$ cat src/rtl/conv_encoder_framed.sv
// Framed rate-1/2 convolutional encoder: FRAME_LEN info bits plus K-1 zero tail bits, symbol registered 1 cycle after accept.
// Back-pressure: ready_o is high only in DATA; enable_i is dropped elsewhere, and the tail flushes unconditionally.
module conv_encoder_framed #(
  parameter int           K         = 3,
  parameter logic [K-1:0] G0        = 3'b111,
  parameter logic [K-1:0] G1        = 3'b101,
  parameter int           FRAME_LEN = 64,
  parameter int           CW        = $clog2(FRAME_LEN + 1)
) (
  input  logic       clk,
  input  logic       rst,
  input  logic       start_i,
  input  logic       enable_i,
  input  logic       d_in,
  output logic       ready_o,
  output logic       valid_o,
  output logic [1:0] d_out,
  output logic       tail_o,
  output logic       frame_done_o
);

  localparam int TW = (K > 2) ? $clog2(K - 1) : 1;

  typedef enum logic [1:0] {IDLE, DATA, TAIL} state_t;

  state_t        state;
  logic [K-2:0]  sr;
  logic [CW-1:0] count;
  logic [TW-1:0] tail_cnt;

  logic          enc_go;
  logic          enc_bit;
  logic [K-1:0]  win;

  // The window's top bit is the bit being encoded; the tail feeds zeros.
  always_comb begin
    enc_go  = (state == DATA && enable_i) || (state == TAIL);
    enc_bit = (state == DATA) ? d_in : 1'b0;
    win     = {enc_bit, sr};
  end

  assign ready_o = (state == DATA);

  always_ff @(posedge clk or negedge rst) begin
    if (!rst) begin
      state        <= IDLE;
      sr           <= '0;
      count        <= '0;
      tail_cnt     <= '0;
      valid_o      <= 1'b0;
      d_out        <= 2'b00;
      tail_o       <= 1'b0;
      frame_done_o <= 1'b0;
    end else begin
      valid_o      <= enc_go;
      tail_o       <= (state == TAIL);
      frame_done_o <= 1'b0;
      if (enc_go) begin
        d_out <= {^(win & G0), ^(win & G1)};
        sr    <= win[K-1:1];
      end
      case (state)
        IDLE: begin
          if (start_i) begin
            state <= DATA;
            sr    <= '0;
            count <= '0;
          end
        end
        DATA: begin
          if (enable_i) begin
            count <= count + CW'(1);
            if (count == CW'(FRAME_LEN - 1)) begin
              state    <= TAIL;
              tail_cnt <= '0;
            end
          end
        end
        TAIL: begin
          tail_cnt <= tail_cnt + TW'(1);
          // Last flush bit: the register is back to zero after this edge.
          if (tail_cnt == TW'(K - 2)) begin
            state        <= IDLE;
            frame_done_o <= 1'b1;
          end
        end
        default: state <= IDLE;
      endcase
    end
  end

endmodule

$ cat config.mk
export PLATFORM = sky130hd
export DESIGN_NAME = conv_encoder_framed
export DESIGN_NICKNAME = d
export VERILOG_FILES = /design/src/rtl/conv_encoder_framed.sv
export SDC_FILE = /design/constraint.sdc
export NUM_CORES = 1
export LEC_CHECK = 0
export ABC_CLOCK_PERIOD_IN_PS = 1920
export CELL_PAD_IN_SITES_DETAIL_PLACEMENT = 2
export CELL_PAD_IN_SITES_GLOBAL_PLACEMENT = 2
export CORE_ASPECT_RATIO = 0.7
export CORE_UTILIZATION = 33
export CTS_CLUSTER_SIZE = 30
export DETAILED_ROUTE_END_ITERATION = 10
export PLACE_DENSITY_LB_ADDON = 0.1
export SLEW_MARGIN = 30
export SYNTH_ARGS = -nofsm -noshare
export SYNTH_HDL_FRONTEND = slang
export SYNTH_SLANG_ARGS = --single-unit
$ cat constraint.sdc
create_clock -name clk -period 1.92 [get_ports clk]
set_clock_uncertainty 0.2 [all_clocks]
set_input_delay 0.384 -clock clk [delete_from_list [all_inputs] [get_ports clk]]
set_output_delay 0.384 -clock clk [all_outputs]
set_load 0.01 [all_outputs]
==> results by group, run 1 <==
Clock tree
  – CTS tree: built
  – Num Clock Sinks: 17
  – Post-CTS setup buffers: 0
  – Longest Clk Path Bufs: 2
  – Clk slew on worst S/H paths: between 100 and 150 ps
  – Inserted Clock Buffers: 3
  – Number of H-tree levels: 1
  – Clock Root Buffer: clkbuf_4
  – Clock latency on the worst-skew pair: between 300 and 400 ps

Synth
  – Adder-Cell Fraction of Synth Area: 0.0151
  – Syn_area_per_cell: roughly 10 um2
  – Synth Cell Area: between 800 and 900 um2
  – Synth Area in Compound Gates: 0.165
  – Largest family of logic cells by synthesized area: simple AND/OR/NAND/NOR gates
  – Multiplexer share of the synthesized area: 0.0242
  – Syn Inst Count: 83
  – Ys flop type: dfrtp_1
  – Fraction of registers with async set or reset after synthesis: 1.00
  – Net Count, Synth: 89
  – Post-Synth Simple-Gate Area: 0.208
  – Dominant cells by area after synthesis: dfrtp_1, o21ai_0, a21oi_1
  – Yosys cell types: 29
  – Register area share after synthesis: 0.514
  – Synth Register Bits: 17
  – EDFF count, synth: 0
  – Top cell type's share of synthesized area: 0.514
  – Yosys top cell by area: dfrtp_1
  – XOR/XNOR Fraction of Synth Area: 0.0317
  – Yosys warning count: 0

Critical path
  – CP Capture Type: output pin
  – Crit path kind: register to output pin
  – Slowest CP cell: clkdlybuf4s50_1
  – CP peak stage delay: 540 ps
  – CP required: between 1000 and 1500 ps
  – Worst EP arrival: about 1200 ps
  – CP cell instances: clkdlybuf4s50_1
  – Crit path max fanout: 3
  – Cell family with most CP delay: buffers and inverters
  – CP Launch Type: register
  – Crit path buf inv count: 1

STA
  – Maximum clock frequency: about 550 MHz
  – Rel. slew slack: 0.803
  – RSZ-0062 raised after global routing: false
  – Worst slew pin tran: 292 ps
  – Hold Violations, Final: 0
  – Setup violations, final: 0
  – Pins Over Slew Limit: 0
  – Post-layout min period: about 1800 ps
  – Setup TNS: 0 ps
  – Final worst-path cycle share: 0.945

Layout
  – Filler Cell Count: roughly 260
  – Most frequent cells in the layout: dfrtp_1, clkdlybuf4s50_1, buf_4
  – Commonest non-fill, non-tap cell in the layout: dfrtp_1
  – Layout cells sized above 1: 0.110
  – Multi-input gate area: 368 um2
  – Final Net Count: roughly 110
  – Sequential Area: 425 um2
  – Area grow syn2layout: 24.0%
  – Cell area after layout: between 1000 and 1500 um2
  – Antenna fix cells: 0

Floorplanning
  – Ports: 11
  – Die area: between 2000 and 3000 um2
  – Row cnt: 14
  – Starting density of the core: 0.367
  – Die height: ~44 um
  – Die width: just over 60 um
  – Core Area: 2260 um2

Global route
  – First-pass GRT wire length: 3.86 mm
  – GRT Total Usage: 0.203
  – Total gr overflow: 0
  – Initial antenna violation count: 0
  – Number of global-route vias before repair: between 700 and 800
  – Largest net degree at the start of global routing: 18

Detailed routing
  – DR vias: 687
  – ANT nets after route: 0
  – Total Routed Length: ~2.2 mm
  – Via density: 5.20
  – Post-DR wirelength/cell: about 17 um
  – Drt drc: 0
  – DR iter-0 viols: 26
  – Pre-antenna DRT Iters: 4

Pwr
  – Worst vdd ir: between 300 and 400 uV
  – Pwr Density: between 800 and 900 nW/um2
  – Lkg Pwr: between 0.4 and 0.5 nW

Place
  – I/O Buffers: 10
  – Area after DPL: ~1000 um2
  – Detail Placement HPWL: about 1.6 mm
  – GP Congestion: roughly 0.8

Hold path
  – Hold Crit Class: primary input to async pin

Flow run
  – Max-Cap Viols: 0

Outcome
  – Status: completed
-- power by group --
group / internal, W / leakage (nW) / switching, W
registers: 0.000417 / 0.213 / 0.0000590
logic: 0.000116 / 0.209 / 0.000115
clock network: 0.0000777 / 0.0177 / 0.000127
total: 0.000611 / 0.440 / 0.000301
-- logic make-up after synthesis --
| group | count (synthesis) |
|---|---|
| AND/OR/NAND/NOR | 30 |
| AO/OA/AOI/OAI | 22 |
| flip-flops | 17 |
| buffers and inverters | 8 |
| XOR/XNOR | 3 |
| multiplexers | 2 |
| adder cells (fa/ha/maj) | 1 |
-- Yosys cell counts, types with 2 or more instances --
cell type,n
or3_1,4
nand4_1,2
o311ai_0,2
o21ai_0,6
o21ai_1,2
inv_1,4
nand3_1,3
mux2i_1,2
dfrtp_1,17
nor3b_1,2
nand2b_1,3
nand2_1,6
a21oi_1,5
buf_2,4
xor2_1,2
a22o_1,2
nand3b_1,3
nor2_1,2
nor3_1,2
-- layer usage --
layer / GRT usage / up-vias / wire length [um]
li1: - / 332 / -
met1: 0.269 / 340 / 1080
met5: 0 / - / 0
met4: 0.0533 / 0 / 13
met3: 0.0627 / 2 / 69
met2: 0.323 / 13 / 1020
-- timing repair --
action / in CTS / in global routing
hold buffers: 0 / 0
endpoints found under the setup margin: 1 / 1
resized for setup: 1 / 1
-- metrics by stage --
stage | power, W | std cells | worst slack, ps | hold WS, ps | utilization
6_report | 0.000912 | 132 | 105 | 195 | 0.455
5_1_grt | 0.000972 | 132 | 38.0 | 198 | 0.455
4_1_cts | 0.000925 | 132 | 83.1 | 201 | 0.455
3_5_place_dp | 0.000719 | 128 | -143 | 302 | 0.443
3_3_place_gp | 0.000697 | 128 | -13.0 | 287 | 0.443
2_1_floorplan | 0.000605 | 83 | 475 | -112 | -
-- layout make-up --
class                   count  area share
clock buffers               3      0.0219
clock inverters             1     0.00487
inverters                   4      0.0146
multi-input cells          58       0.358
flip-flops and latches     17       0.414
well taps                  32      0.0390
repair buffers             17       0.147
-- state kept, by name, indices dropped and copies added (netlist names) --
register      count
tail_o            1
count             7
frame_done_o      1
state             2
tail_cnt          1
d_out             2
sr                2
valid_o           1
-- worst paths after layout --
| kind | from | end | slack, ps | depth (start not counted) |
|---|---|---|---|---|
| hold reg to reg | tail_cnt | tail_cnt | 330 | 1 |
| setup reg to reg | count[0] | tail_cnt | 250 | 4 |
| max in group asynchronous | rst | count[2] | 1120 | 2 |
| setup / recovery | d_out[1] | d_out[1] | 110 | 1 |
| min in group clk | tail_cnt | tail_cnt | 330 | 1 |
| hold / removal | rst | d_out[0] | 200 | 2 |
No activity file was read; power rests on OpenSTA's default activity.
==> inputs of run 2 (changes only) <==
- CORE_MARGIN: unset -> 10
==> results by group, run 2 (synthesized netlist as in run 1, its figures left out) <==
STA
  – Rel. slew slack: 0.774
  – Worst slew pin tran: around 340 ps
  – RSZ-0062 raised after global routing: false
  – Setup TNS: 0 ps
  – Setup violations, final: 0
  – Post-layout min period: 1820 ps
  – Hold Violations, Final: 0
  – Final worst-path cycle share: 0.947
  – Maximum clock frequency: 550 MHz
  – Pins Over Slew Limit: 0

Floorplanning
  – Die height: roughly 62 um
  – Die width: 79.9 um
  – Ports: 11
  – Core Area: about 2400 um2
  – Die area: about 4900 um2
  – Row cnt: 15
  – Starting density of the core: 0.342

Clock tree
  – Clock latency on the worst-skew pair: ~310 ps
  – CTS tree: built
  – Clock Root Buffer: clkbuf_4
  – Longest Clk Path Bufs: 2
  – Num Clock Sinks: 17
  – Inserted Clock Buffers: 3
  – Number of H-tree levels: 1
  – Clk slew on worst S/H paths: approximately 110 ps

Layout
  – Most frequent cells in the layout: dfrtp_1, clkdlybuf4s50_1, buf_4
  – Top reg by flops: count
  – Area grow syn2layout: 24.3%
  – Max reg flops: 7
  – Antenna fix cells: 0
  – Layout cells sized above 1: 0.110
  – Final Net Count: 107
  – Cell area after layout: ~1000 um2
  – Commonest non-fill, non-tap cell in the layout: dfrtp_1

Pwr
  – Comb power frac: 0.248
  – P_sw: roughly 0.00029 W
  – Worst vdd ir: between 400 and 500 uV
  – Tot Pwr: 0.000899 W
  – Switching Share: 0.320
  – Clock power frac: 0.227
  – Lkg Pwr: between 0.4 and 0.5 nW
  – Power Internal: 0.000611 W
  – Sequential fraction of design power: 0.526
  – Pwr Density: 873 nW/um2

Place
  – I/O Buffers: 10
  – Detail Placement HPWL: 1.61 mm
  – Area after DPL: ~1000 um2
  – GP Congestion: a little over 0.7

Critical path
  – CP required: 1340 ps
  – Crit path max fanout: 3
  – Crit path kind: register to output pin
  – Worst EP arrival: approximately 1200 ps
  – Worst path depth: 1
  – CP peak stage delay: about 550 ps
  – Crit path buf inv count: 1
  – Slowest CP cell: clkdlybuf4s50_1
  – CP cell instances: clkdlybuf4s50_1
  – Worst Reg-to-Reg Cells: 4
  – CP Launch Type: register
  – CP Capture Type: output pin
  – Cell family with most CP delay: buffers and inverters

Global route
  – Total gr overflow: 0
  – Number of global-route vias before repair: 772
  – First-pass GRT wire length: approximately 3.5 mm
  – GRT Total Usage: 0.0938
  – Initial antenna violation count: 0
  – Largest net degree at the start of global routing: 18

Detailed routing
  – DR vias: 700
  – Total Routed Length: 2.07 mm
  – Drt drc: 0
  – Post-DR wirelength/cell: between 15 and 20 um
  – DR iter-0 viols: 21
  – Via density: 5.22
  – ANT nets after route: 0
  – Pre-antenna DRT Iters: 4

Outcome
  – Status: completed

Flow run
  – Max-Cap Viols: 0

Hold path
  – Hold Crit Class: primary input to async pin
==> run 2: cell counts in the layout (fill, tap and decap cells not counted) <==
Identical to the previous run, type by type.
==> run 2: layer usage <==
layer	vias to the layer above	global-route usage	part of all wire
met5	-	0	0
met4	0	0.0375	0.013
met3	4	0.0388	0.045
met2	8	0.157	0.48
met1	351	0.105	0.46
li1	337	-	-
==> run 2: timing repair <==
item,in CTS,in global routing
hold buffers,0,0
setup endpoints to repair,1,0
resized for setup,1,0
setup buffers,0,0
==> run 2: area by class of cell <==
cell class / instances / area [um2]
Fill cell: 271 / 1390
Multi-Input combinational cell: 58 / 368
Timing Repair Buffer: 17 / 151
Tap cell: 34 / 42.5
Clock buffer: 3 / 22.5
Inverter: 4 / 15.0
Clock inverter: 1 / 5.00
Sequential cell: 17 / 425
==> run 2: final timing paths <==
kind | start | end | slack, ps
max in group asynchronous | rst | sr[0] | 1130
min in group clk | tail_cnt | tail_cnt | 310
worst max-delay path | d_out[1] | d_out[1] | 100
worst max register to register | count[0] | tail_cnt | 260
worst min-delay path | rst | count[6] | 190
worst min register to register | tail_cnt | tail_cnt | 310
==> run 2: through the flow <==
| stage | setup WS, ps | util | std cells | hold slack, ps |
|---|---|---|---|---|
| floorplan | 475 | - | 83 | -112 |
| global placement | 29.8 | 0.414 | 130 | 289 |
| detailed placement | -53.0 | 0.414 | 130 | 297 |
| CTS | 67.0 | 0.425 | 134 | 186 |
| global route | 38.4 | 0.425 | 134 | 206 |
| finish | 101 | 0.425 | 134 | 194 |
==> run 2: power groups by stage <==
| stage | Combinational (W) | Sequential, W | Clock [W] |
|---|---|---|---|
| 3_5_place_dp | 0.000230 | 0.000481 | 0 |
| 2_1_floorplan | 0.000130 | 0.000475 | 0 |
| 4_1_cts | 0.000229 | 0.000474 | 0.000220 |
| 3_3_place_gp | 0.000219 | 0.000478 | 0 |
| 5_1_grt | 0.000257 | 0.000486 | 0.000232 |
| 6_report | 0.000223 | 0.000473 | 0.000204 |
